--- config.mk ---
export PLATFORM = sky130hd
export DESIGN_NAME = updown_counter_nd
export DESIGN_NICKNAME = d
export VERILOG_FILES = /design/src/rtl/updown_counter_nd.sv
export SDC_FILE = /design/constraint.sdc
export NUM_CORES = 1
export LEC_CHECK = 0
export CAP_MARGIN = 40
export CELL_PAD_IN_SITES_DETAIL_PLACEMENT = 1
export CELL_PAD_IN_SITES_GLOBAL_PLACEMENT = 1
export CORE_MARGIN = 4
export CORE_UTILIZATION = 30
export CTS_CLUSTER_SIZE = 10
export DETAILED_ROUTE_END_ITERATION = 6
export PLACE_DENSITY = 0.63
export SLEW_MARGIN = 30
export SYNTH_ARGS = -nofsm -noshare
export SYNTH_HDL_FRONTEND = slang
export SYNTH_SLANG_ARGS = --single-unit
export TNS_END_PERCENT = 20
--- constraint.sdc ---
create_clock -name cp -period 3.83 [get_ports cp]
set_input_delay 0.766 -clock cp [delete_from_list [all_inputs] [get_ports cp]]
set_output_delay 0.766 -clock cp [all_outputs]
set_load 0.005 [all_outputs]
--- src/rtl/updown_counter_nd.sv ---
// updown_counter_nd: DIGITS cascaded modulo-MOD up/down counter with synchronous
// clear and parallel load, a one-cycle registered wrap flag, and a 7-segment
// decode per digit.
//
// Control handshake: there is no valid/ready handshake. Every input is sampled
// on each rising edge of cp, and the outputs reflect that edge one cycle later.
// The priority order is clr, then ld, then en; with none of them asserted the
// counter holds.
module updown_counter_nd #(
  parameter int DIGITS         = 2,
  parameter int MOD            = 10,
  parameter int SEG_ACTIVE_LOW = 0
) (
  input  logic                  cp,
  input  logic                  clr,
  input  logic                  en,
  input  logic                  m,
  input  logic                  ld,
  input  logic [4*DIGITS-1:0]   sin,
  output logic [4*DIGITS-1:0]   qout,
  output logic                  qcc,
  output logic [7*DIGITS-1:0]   led
);

  localparam logic [3:0] DIG_MAX = 4'(MOD - 1);
  localparam logic [4:0] DIG_MOD = 5'(MOD);
  localparam logic       SEG_INV = (SEG_ACTIVE_LOW != 0);

  logic [4*DIGITS-1:0] cnt_q, cnt_d;
  logic                qcc_q, qcc_d;

  // Segment pattern {g,f,e,d,c,b,a} for one hex digit, active-high.
  function automatic logic [6:0] seg7(input logic [3:0] d);
    logic [6:0] s;
    case (d)
      4'h0: s = 7'h3F;
      4'h1: s = 7'h06;
      4'h2: s = 7'h5B;
      4'h3: s = 7'h4F;
      4'h4: s = 7'h66;
      4'h5: s = 7'h6D;
      4'h6: s = 7'h7D;
      4'h7: s = 7'h07;
      4'h8: s = 7'h7F;
      4'h9: s = 7'h6F;
      4'hA: s = 7'h77;
      4'hB: s = 7'h7C;
      4'hC: s = 7'h39;
      4'hD: s = 7'h5E;
      4'hE: s = 7'h79;
      default: s = 7'h71;
    endcase
    return s;
  endfunction

  // Next-state logic: clear, load with clamping, or ripple count through the digits.
  always_comb begin
    logic       carry;
    logic [3:0] dig;
    cnt_d = cnt_q;
    qcc_d = 1'b0;
    carry = 1'b1;
    dig   = '0;
    if (clr) begin
      cnt_d = '0;
    end else if (ld) begin
      for (int k = 0; k < DIGITS; k++) begin
        dig = sin[4*k +: 4];
        // Out-of-range load digits become 0 so digits never exceed MOD-1.
        cnt_d[4*k +: 4] = ({1'b0, dig} >= DIG_MOD) ? 4'h0 : dig;
      end
    end else if (en) begin
      // carry means "every lower digit is at its terminal value", so this digit moves.
      for (int k = 0; k < DIGITS; k++) begin
        dig = cnt_q[4*k +: 4];
        if (carry) begin
          if (m) begin
            cnt_d[4*k +: 4] = (dig == DIG_MAX) ? 4'h0 : dig + 4'h1;
            carry           = (dig == DIG_MAX);
          end else begin
            cnt_d[4*k +: 4] = (dig == 4'h0) ? DIG_MAX : dig - 4'h1;
            carry           = (dig == 4'h0);
          end
        end
      end
      // Carry out of the top digit means the whole counter wrapped this edge.
      qcc_d = carry;
    end
  end

  // State registers with synchronous active-high clear.
  always_ff @(posedge cp) begin
    if (clr) begin
      cnt_q <= '0;
      qcc_q <= 1'b0;
    end else begin
      cnt_q <= cnt_d;
      qcc_q <= qcc_d;
    end
  end

  // Per-digit 7-segment decode, optionally inverted for common-anode displays.
  always_comb begin
    led = '0;
    for (int k = 0; k < DIGITS; k++) begin
      led[7*k +: 7] = seg7(cnt_q[4*k +: 4]) ^ {7{SEG_INV}};
    end
  end

  assign qout = cnt_q;
  assign qcc  = qcc_q;

endmodule
==> results of run 1 <==
## cells in the mapped netlist, types with 3 or more instances
cell type  instances  area [µm²]
nor2_1            27       101.4
a21oi_1           12       60.06
nand3_1            6       30.03
clkbuf_1           6       22.52
o21ai_0            7       35.03
a211oi_1           4       30.03
dfxtp_1           23       460.4
a2bb2oi_1          3       26.28
nand2_1           12       45.04
nand2b_1           5       31.28
mux2i_1            5       50.05
or2_2              3       18.77
o22ai_1            3       18.77
ha_1              18       225.2
nor3_1             8       40.04
inv_1             20       75.07
## cells in the final DEF, fill, tap and decap left out, types with 4 or more instances in the layout
| cell | count |
|---|---|
| nand2_1 | 12 |
| o21ai_0 | 7 |
| nand3_1 | 6 |
| nor2_1 | 27 |
| a211oi_1 | 4 |
| nor3_1 | 8 |
| a21oi_1 | 12 |
| buf_4 | 8 |
| dfxtp_1 | 23 |
| nand2b_1 | 5 |
| mux2i_1 | 5 |
| ha_1 | 18 |
| inv_1 | 20 |
| clkdlybuf4s50_1 | 35 |
## area by class of cell
class | count | share of cell area
multi-input cells | 161 | 0.5157
well taps | 72 | 0.04036
flip-flops and latches | 23 | 0.2063
inverters | 20 | 0.03363
repair buffers | 43 | 0.1839
clock buffers | 4 | 0.02018
## routing by layer
layer,vias up,global-route usage,share of wire
li1,833,-,-
met5,-,0,0
met3,2,0.02061,0.023
met1,757,0.1915,0.51
met2,17,0.2217,0.46
met4,0,0.03022,0.0075
## logic make-up (layout without fill, tap and decap cells)
logic type,after synthesis,after routing,share of synthesized area
xor gates and xnor gates,1,1,0.005012
adders and majority gates,18,18,0.1288
AOI/OAI and AO/OA,55,55,0.2377
DFF,23,23,0.2634
and+or+nand+nor,78,78,0.2305
muxes,9,9,0.05655
buffers and inverters,31,67,0.07802
## flip-flops by register name (all words and copies together), names as in the netlist
signal	flops
led	14
qcc	1
qout	8
## stage by stage
step	hold slack [ps]	cells	power (mW)	setup slack (ps)
after floorplan	631.4	215	0.4191	669.6
after global placement	704.3	319	0.5201	233.1
after detailed placement	731.9	319	0.5199	132.0
after CTS	739.5	323	0.6806	389.3
after global routing	807.6	323	0.7164	245.1
final	731.6	323	0.6682	397.3
## worst paths after layout
| kind | startpoint | endpoint | slack [ps] |
|---|---|---|---|
| setup / recovery | m | led[8]$_DFF_P_ | 400 |
| setup reg to reg | qout[0]$_SDFFE_PP0N_ | led[8]$_DFF_P_ | 590 |
| hold reg to reg | qout[1]$_SDFFE_PP0N_ | qout[1]$_SDFFE_PP0N_ | 730 |
| hold / removal | qout[1]$_SDFFE_PP0N_ | qout[1]$_SDFFE_PP0N_ | 730 |
## power groups by stage
stage | registers [mW] | clock network, mW | logic (mW)
after floorplan | 0.284 | 0 | 0.135
after global placement | 0.288 | 0 | 0.232
after detailed placement | 0.289 | 0 | 0.231
after CTS | 0.283 | 0.163 | 0.234
after global routing | 0.287 | 0.172 | 0.257
final | 0.283 | 0.154 | 0.231
## tightest hold or removal path: cells and delay by family, from the launching register on
kind             cells  cell delay (ps)
flip-flops           1              390
AND/OR/NAND/NOR      2              290
==> results_dict.tcl, run 1 <==
set metrics [dict create \
    viasPerCell 4.981 \
    avgSynthCellArea_um2 8.130 \
    cts_buffers 3 \
    p_sw_frac 0.3123 \
    insertion_delay_ps 260 \
    ctsHtreeMaxLevel 1 \
    drc 0 \
    synth_cell_types 59 \
    cellPowerDensity_nw_per_um2 299.4 \
    end_kind "register" \
    setup_violations 0 \
    finalSetupTns_ps 0 \
    power_switching_mw 0.2087 \
    final_antenna_net_count 0 \
    dpl_cell_area_um2 2187 \
    crit_family "compound AO/OA/AOI/OAI gates" \
    slowest_stage "clkdlybuf4s50_1" \
    p_int_mw 0.4595 \
    slew-limit-headroom 0.6516 \
    detail_route.wl_per_cell_um 14.95 \
    cts_setup_buffers 0 \
    start_util 0.3136 \
    clock-sinks 23 \
    synth_fp_nets 246 \
    multiInputGateArea_um2 1151 \
    crit_chain "clkdlybuf4s50_1 > or3b_1 > a211o_1 > o31ai_1 > o21ai_0 > or2_2 > ha_1 > mux2_1 > o22ai_1 > nand2_1" \
    cap_violations 0 \
    yosys_warnings 0 \
    report.final.slew_viol_count 0 \
    design_area_um2 2232 \
    routed_wirelength_um 4829 \
    core_um2 5574 \
    ir_worst_vdd_mv 0.2078 \
    cts_tree "done" \
    max_freq_mhz 291.3 \
    num_vias 1609 \
    rsz0062_at_grt "no" \
    antenna_cells 0 \
    share_comb_of_total_power 0.346 \
    ys_seq_area_frac 0.2634 \
    gr-usage-all-layers 0.1367 \
    syn_inst 215 \
    synth-seq-cells 23 \
    hold_violations 0 \
    grt_antenna_before_repair 0 \
    post_cts_resized 0 \
    drt-initial-drc-count 82 \
    area_delta_synth_final_pct 27.70 \
    grt_pass1_vias 1655 \
    period_minus_slack_ps 3433 \
    worst_pin_slew_ps 509.5 \
    utilization 0.4004 \
    min_path_cells 2 \
    seq_power_share 0.424 \
    hold_buffers 0 \
    grt_pass1_wl_um 8238 \
    critical_path_class "in2reg" \
    worst-path-stages 10 \
    worstPathRequired_ps 3990 \
    critical_path_buf_inv_count 1 \
    cp_max_fo 6 \
    num-nets-final 283 \
    dieArea_um2 7112 \
    synthFlopType "dfxtp_1" \
    numPortBuffers 35 \
    power.clock.fraction 0.230 \
    fin_crit_sh 0.8963 \
    dr.pass1.iters 4 \
    hp-class "reg2reg" \
    root_buffer "clkbuf_8" \
    dp_hpwl_um 3689 \
    cp_data_arrival_time_ps 3590 \
    slowest_delay_ps 460 \
    cp-start-kind "input pin" \
    drive_gt1_frac 0.09562 \
    grt_max_degree 14 \
    regArea_um2 460.4 \
    cts.path.max_buffers 2 \
    netlist_area_um2 1748 \
    synth_edf_count 0 \
    die_w_um 84.33 \
    run_status "finished clean" \
    ios 36 \
    placementRows 27 \
    grt-ovfl-total 0 \
    synthArstFlopShare 0 \
    finalClockSkew_ps 2.844 \
    nFillCells 686 \
    p_leak_nw 0.9187 \
    r2r_cells 11 \
    gp_congestion 0.8161 \
    clk_pin_slew_ps 80 \
    die_h_um 84.33 \
]
(Power assumes the default switching activity.)
==> inputs of run 2 (changes only) <==
- CORE_UTILIZATION: 30 -> 38
- PLACE_DENSITY: 0.63 -> 0.77
==> results_dict.tcl, run 2 (synthesis results as in run 1) <==
set metrics [dict create \
    viasPerCell 5.441 \
    area_delta_synth_final_pct 24.62 \
    die_w_um 75.82 \
    antenna_cells 0 \
    endpoint "led[8]$_DFF_P_" \
    power.total_mw 0.6616 \
    cts_tree "done" \
    grt-ovfl-total 0 \
    die_h_um 75.82 \
    final_cell_mix "clkdlybuf4s50_1 (35), nor2_1 (27), dfxtp_1 (23), inv_1 (20), ha_1 (18)" \
    ctsHtreeMaxLevel 1 \
    cp-start-kind "input pin" \
    root_buffer "clkbuf_8" \
    ios 36 \
    gp_congestion 0.7949 \
    crit_path_start "m" \
    r2r_slack_ps 650 \
    placementRows 24 \
    clk_pin_slew_ps 80 \
    utilization 0.4935 \
    multiInputGateArea_um2 1151 \
    finalSetupTns_ps 0 \
    end_kind "register" \
    worstPathRequired_ps 3990 \
    cts_setup_buffers 0 \
    clock-sinks 23 \
    rsz0062_at_grt "no" \
    numPortBuffers 35 \
    critical_path_class "in2reg" \
    max_freq_mhz 297.3 \
    place_ws_ps 195.9 \
    fin_crit_sh 0.8784 \
    cap_violations 0 \
    dp_hpwl_um 3536 \
    dieArea_um2 5749 \
    hp-class "reg2reg" \
    cp_max_fo 6 \
    worst_slack_ps 465.9 \
    cellPowerDensity_nw_per_um2 303.7 \
    drt-initial-drc-count 76 \
    cts_buffers 3 \
    cts.path.max_buffers 2 \
    drc 0 \
    hold_violations 0 \
    post_cts_resized 0 \
    timing.rr.start "qout[0]$_SDFFE_PP0N_" \
    core_um2 4414 \
    grt_antenna_before_repair 0 \
    finalClockSkew_ps 3.592 \
    ir_worst_vdd_mv 0.1698 \
    report.final.slew_viol_count 0 \
    detail_route.wl_per_cell_um 15.35 \
    period_minus_slack_ps 3364 \
    slew-limit-headroom 0.5256 \
    p_leak_nw 0.9022 \
    num_vias 1627 \
    nFillCells 545 \
    rr_endpoint "led[8]$_DFF_P_" \
    regArea_um2 460.4 \
    largest_reg_flops 14 \
    run_status "finished clean" \
    drive_gt1_frac 0.08502 \
    gr-usage-all-layers 0.1673 \
    setup_violations 0 \
    hold_buffers 0 \
    grt_max_degree 19 \
    final_antenna_net_count 0 \
    start_util 0.3960 \
    dr.pass1.iters 4 \
    r2r_cells 11 \
    insertion_delay_ps 270 \
    num-nets-final 279 \
    worst_pin_slew_ps 709.4 \
    grt_pass1_vias 1551 \
    grt_pass1_wl_um 7541 \
    cp_data_arrival_time_ps 3520 \
    final_common_cell "clkdlybuf4s50_1" \
    routed_wirelength_um 4590 \
]
==> run 2: how the worst min path moves through the flow <==
stage                          from  cells past startpoint                   end  slack, ps
3_3_place_gp   qout[1]$_SDFFE_PP0N_                      2  qout[1]$_SDFFE_PP0N_        700
2_1_floorplan  qout[1]$_SDFFE_PP0N_                      2  qout[1]$_SDFFE_PP0N_        630
4_1_cts        qout[1]$_SDFFE_PP0N_                      2  qout[1]$_SDFFE_PP0N_        710
5_1_grt        qout[1]$_SDFFE_PP0N_                      2  qout[1]$_SDFFE_PP0N_        780
3_5_place_dp   qout[1]$_SDFFE_PP0N_                      2  qout[1]$_SDFFE_PP0N_        700
6_report       qout[1]$_SDFFE_PP0N_                      2  qout[1]$_SDFFE_PP0N_        700
==> run 2: routing by layer <==
metal | share of wire | GRT usage
met5 | 0 | 0
met2 | 0.46 | 0.2557
met1 | 0.50 | 0.2377
met4 | 0.013 | 0.06796
met3 | 0.031 | 0.01847
==> run 2: final cells by class <==
| class | instances | area share |
|---|---|---|
| sequential | 23 | 0.2114 |
| inverter | 20 | 0.03446 |
| timing repair buffer | 39 | 0.1746 |
| tap | 52 | 0.02987 |
| clock inverter | 1 | 0.002298 |
| clock buffer | 3 | 0.01895 |
| multi-input combinational | 161 | 0.5284 |
==> run 2: where the power goes <==
group / internal (mW) / switching (mW)
logic: 0.119 / 0.108
clock network: 0.0727 / 0.0797
registers: 0.263 / 0.0195
total: 0.455 / 0.207
==> run 2: critical path, stage by stage <==
cell and delay, ps:
clkdlybuf4s50_1 450, or3b_1 380, a211o_1 360, o31ai_1 270
o21ai_0 140, or2_2 340, ha_1 310, mux2_1 300
o22ai_1 130, nand2_1 60
==> run 2: through the flow <==
step | cell area, µm² | hold slack, ps | cells
finish | 2178 | 704.2 | 299
global route | 2178 | 784.7 | 299
CTS | 2178 | 710.2 | 299
detailed placement | 2132 | 698.6 | 295
global placement | 2132 | 695.1 | 295
floorplan | 1748 | 631.4 | 215
==> inputs of run 3 (changes only) <==
- ABC_AREA: not set -> 1
- CORE_UTILIZATION: 38 -> 36
- PLACE_DENSITY: 0.77 -> 0.76
==> results_dict.tcl, run 3 <==
set metrics [dict create \
    run_status "finished clean" \
    grt_max_degree 14 \
    hold_violations 0 \
    hold_buffers 0 \
    final_cell_mix "nand2_1 (87), nand3_1 (37), clkdlybuf4s50_1 (35), inv_1 (30), dfxtp_1 (23)" \
    fin_hold_ws_ps 701.4 \
    antenna_cells 0 \
    p_leak_nw 1.158 \
    synthArstFlopShare 0 \
    drive_gt1_frac 0.1154 \
    finalSetupTns_ps 0 \
    final_common_cell "nand2_1" \
    multiInputGateArea_um2 1190 \
    drt-initial-drc-count 57 \
    cp-start-kind "input pin" \
    synth_edf_count 0 \
    final_antenna_net_count 0 \
    post_cts_resized 0 \
    clk_pin_slew_ps 90 \
    netlist_top_cells_area "dfxtp_1 (25%), nand2_1 (18%), ha_1 (12%)" \
    synth_cell_types 29 \
    numPortBuffers 35 \
    num-nets-final 344 \
    netlist_area_um2 1858 \
    regArea_um2 460.4 \
    root_buffer "clkbuf_8" \
    nFillCells 663 \
    synth_fp_nets 311 \
    yosys_warnings 0 \
    dp.cells 375 \
    start_util 0.3832 \
    synthFlopType "dfxtp_1" \
    dp_hpwl_um 3888 \
    detail_route.wl_per_cell_um 12.79 \
    insertion_delay_ps 270 \
    hp-class "reg2reg" \
    cp_max_fo 10 \
    drc 0 \
    synth_area_leader_cell "dfxtp_1" \
    cp_data_arrival_time_ps 3020 \
    dr.pass1.iters 4 \
    report.final.slew_viol_count 0 \
    synth.most_common_cell "nand2_1" \
    die_w_um 79.84 \
    ios 36 \
    dieArea_um2 6374 \
    cts_buffers 3 \
    cts_setup_buffers 0 \
    placementRows 25 \
    area_delta_synth_final_pct 23.10 \
    rsz0062_at_grt "no" \
    finalClockSkew_ps 6.067 \
    avgSynthCellArea_um2 6.636 \
    gp_congestion 0.7882 \
    worst_pin_slew_ps 431.4 \
    viasPerCell 4.844 \
    die_h_um 79.84 \
    worstPathRequired_ps 4000 \
    critical_path_class "in2reg" \
    grt_antenna_before_repair 0 \
    fin_crit_sh 0.7422 \
    slew-limit-headroom 0.7121 \
    cts_tree "done" \
    finalNonFillerCells 379 \
    cellPowerDensity_nw_per_um2 303.6 \
    r2r_slack_ps 1490 \
    grt_pass1_vias 1878 \
    end_kind "register" \
    grt_pass1_wl_um 8438 \
    gr-usage-all-layers 0.1631 \
    num_vias 1836 \
    core_um2 4848 \
    grt-ovfl-total 0 \
    period_minus_slack_ps 2843 \
    ir_worst_vdd_mv 0.1415 \
    cap_violations 0 \
    largest_reg_flops 14 \
    setup_violations 0 \
    max_freq_mhz 351.8 \
    clock-sinks 23 \
    ys_seq_area_frac 0.2478 \
    synth-seq-cells 23 \
    ctsHtreeMaxLevel 1 \
    syn_inst 280 \
    cts.path.max_buffers 2 \
    yosys-top-cells-count "nand2_1 (87), nand3_1 (37), inv_1 (30)" \
    yosysTopAreaCellShare 0.2478 \
    routed_wirelength_um 4846 \
]
run 3: changes by cell type after synthesis, moves of 10 or more:
| cell | before | now |
|---|---|---|
| nand3_1 | 6 | 37 |
| nor2_1 | 27 | 14 |
| inv_1 | 20 | 30 |
| nand2_1 | 12 | 87 |
run 3: area by class of cell:
cell class	count	area share
sequential	23	0.2013
inverter	40	0.06565
clock buffer	4	0.01969
tap	67	0.03665
timing repair buffer	36	0.1565
multi-input combinational	209	0.5202
run 3: cells by family (layout without fill, tap and decap cells):
kind of cell | Yosys count | in the layout | synth area share
adder cells (fa/ha/maj) | 18 | 18 | 0.1212
AND/OR/NAND/NOR | 162 | 162 | 0.4189
buffers and inverters | 48 | 80 | 0.1118
flip-flops | 23 | 23 | 0.2478
AO/OA/AOI/OAI | 29 | 29 | 0.1003
run 3: power by group:
part	internal [mW]	leakage [nW]	switching (mW)
Sequential	0.268	0.191	0.0186
Clock	0.0743	0.0228	0.0807
Combinational	0.116	0.944	0.137
run 3: worst paths after layout:
| kind | from | to | cells past startpoint |
|---|---|---|---|
| setup / recovery | m | led[10]$_DFF_P_ | 15 |
| hold / removal | qout[7]$_SDFFE_PP0N_ | qcc$_SDFF_PP0_ | 2 |
| setup reg to reg | qout[0]$_SDFFE_PP0N_ | led[10]$_DFF_P_ | 15 |
| hold reg to reg | qout[7]$_SDFFE_PP0N_ | qcc$_SDFF_PP0_ | 2 |
run 3: through the flow:
step / setup WS, ps / area, µm² / util / total power [mW]
final: 987.4 / 2287 / 0.4717 / 0.6943
after global routing: 786.9 / 2287 / 0.4717 / 0.7490
after CTS: 977.0 / 2287 / 0.4717 / 0.7067
after detailed placement: 694.7 / 2242 / 0.4625 / 0.5491
after global placement: 726.0 / 2242 / 0.4625 / 0.5416
after floorplan: 1582 / 1858 / - / 0.4423
run 3: metal layers:
metal  track usage  vias up  part of all wire
met4       0.04730        0             0.017
met5             0        -                 0
li1              -      950                 -
met1        0.2010      844              0.47
met3       0.03047        8             0.037
met2        0.2871       34              0.48
run 3: critical path, stage by stage:
cell and delay (ps):
clkdlybuf4s50_1 710, inv_2 140, nand3_2 130, nand2_4 70, nand2_4 80, nand2_1 90
nand2_1 100, inv_2 50, nor2_2 210, inv_1 100, ha_1 280, inv_1 50
nand3_1 70, nand3_1 100, nand2_1 50
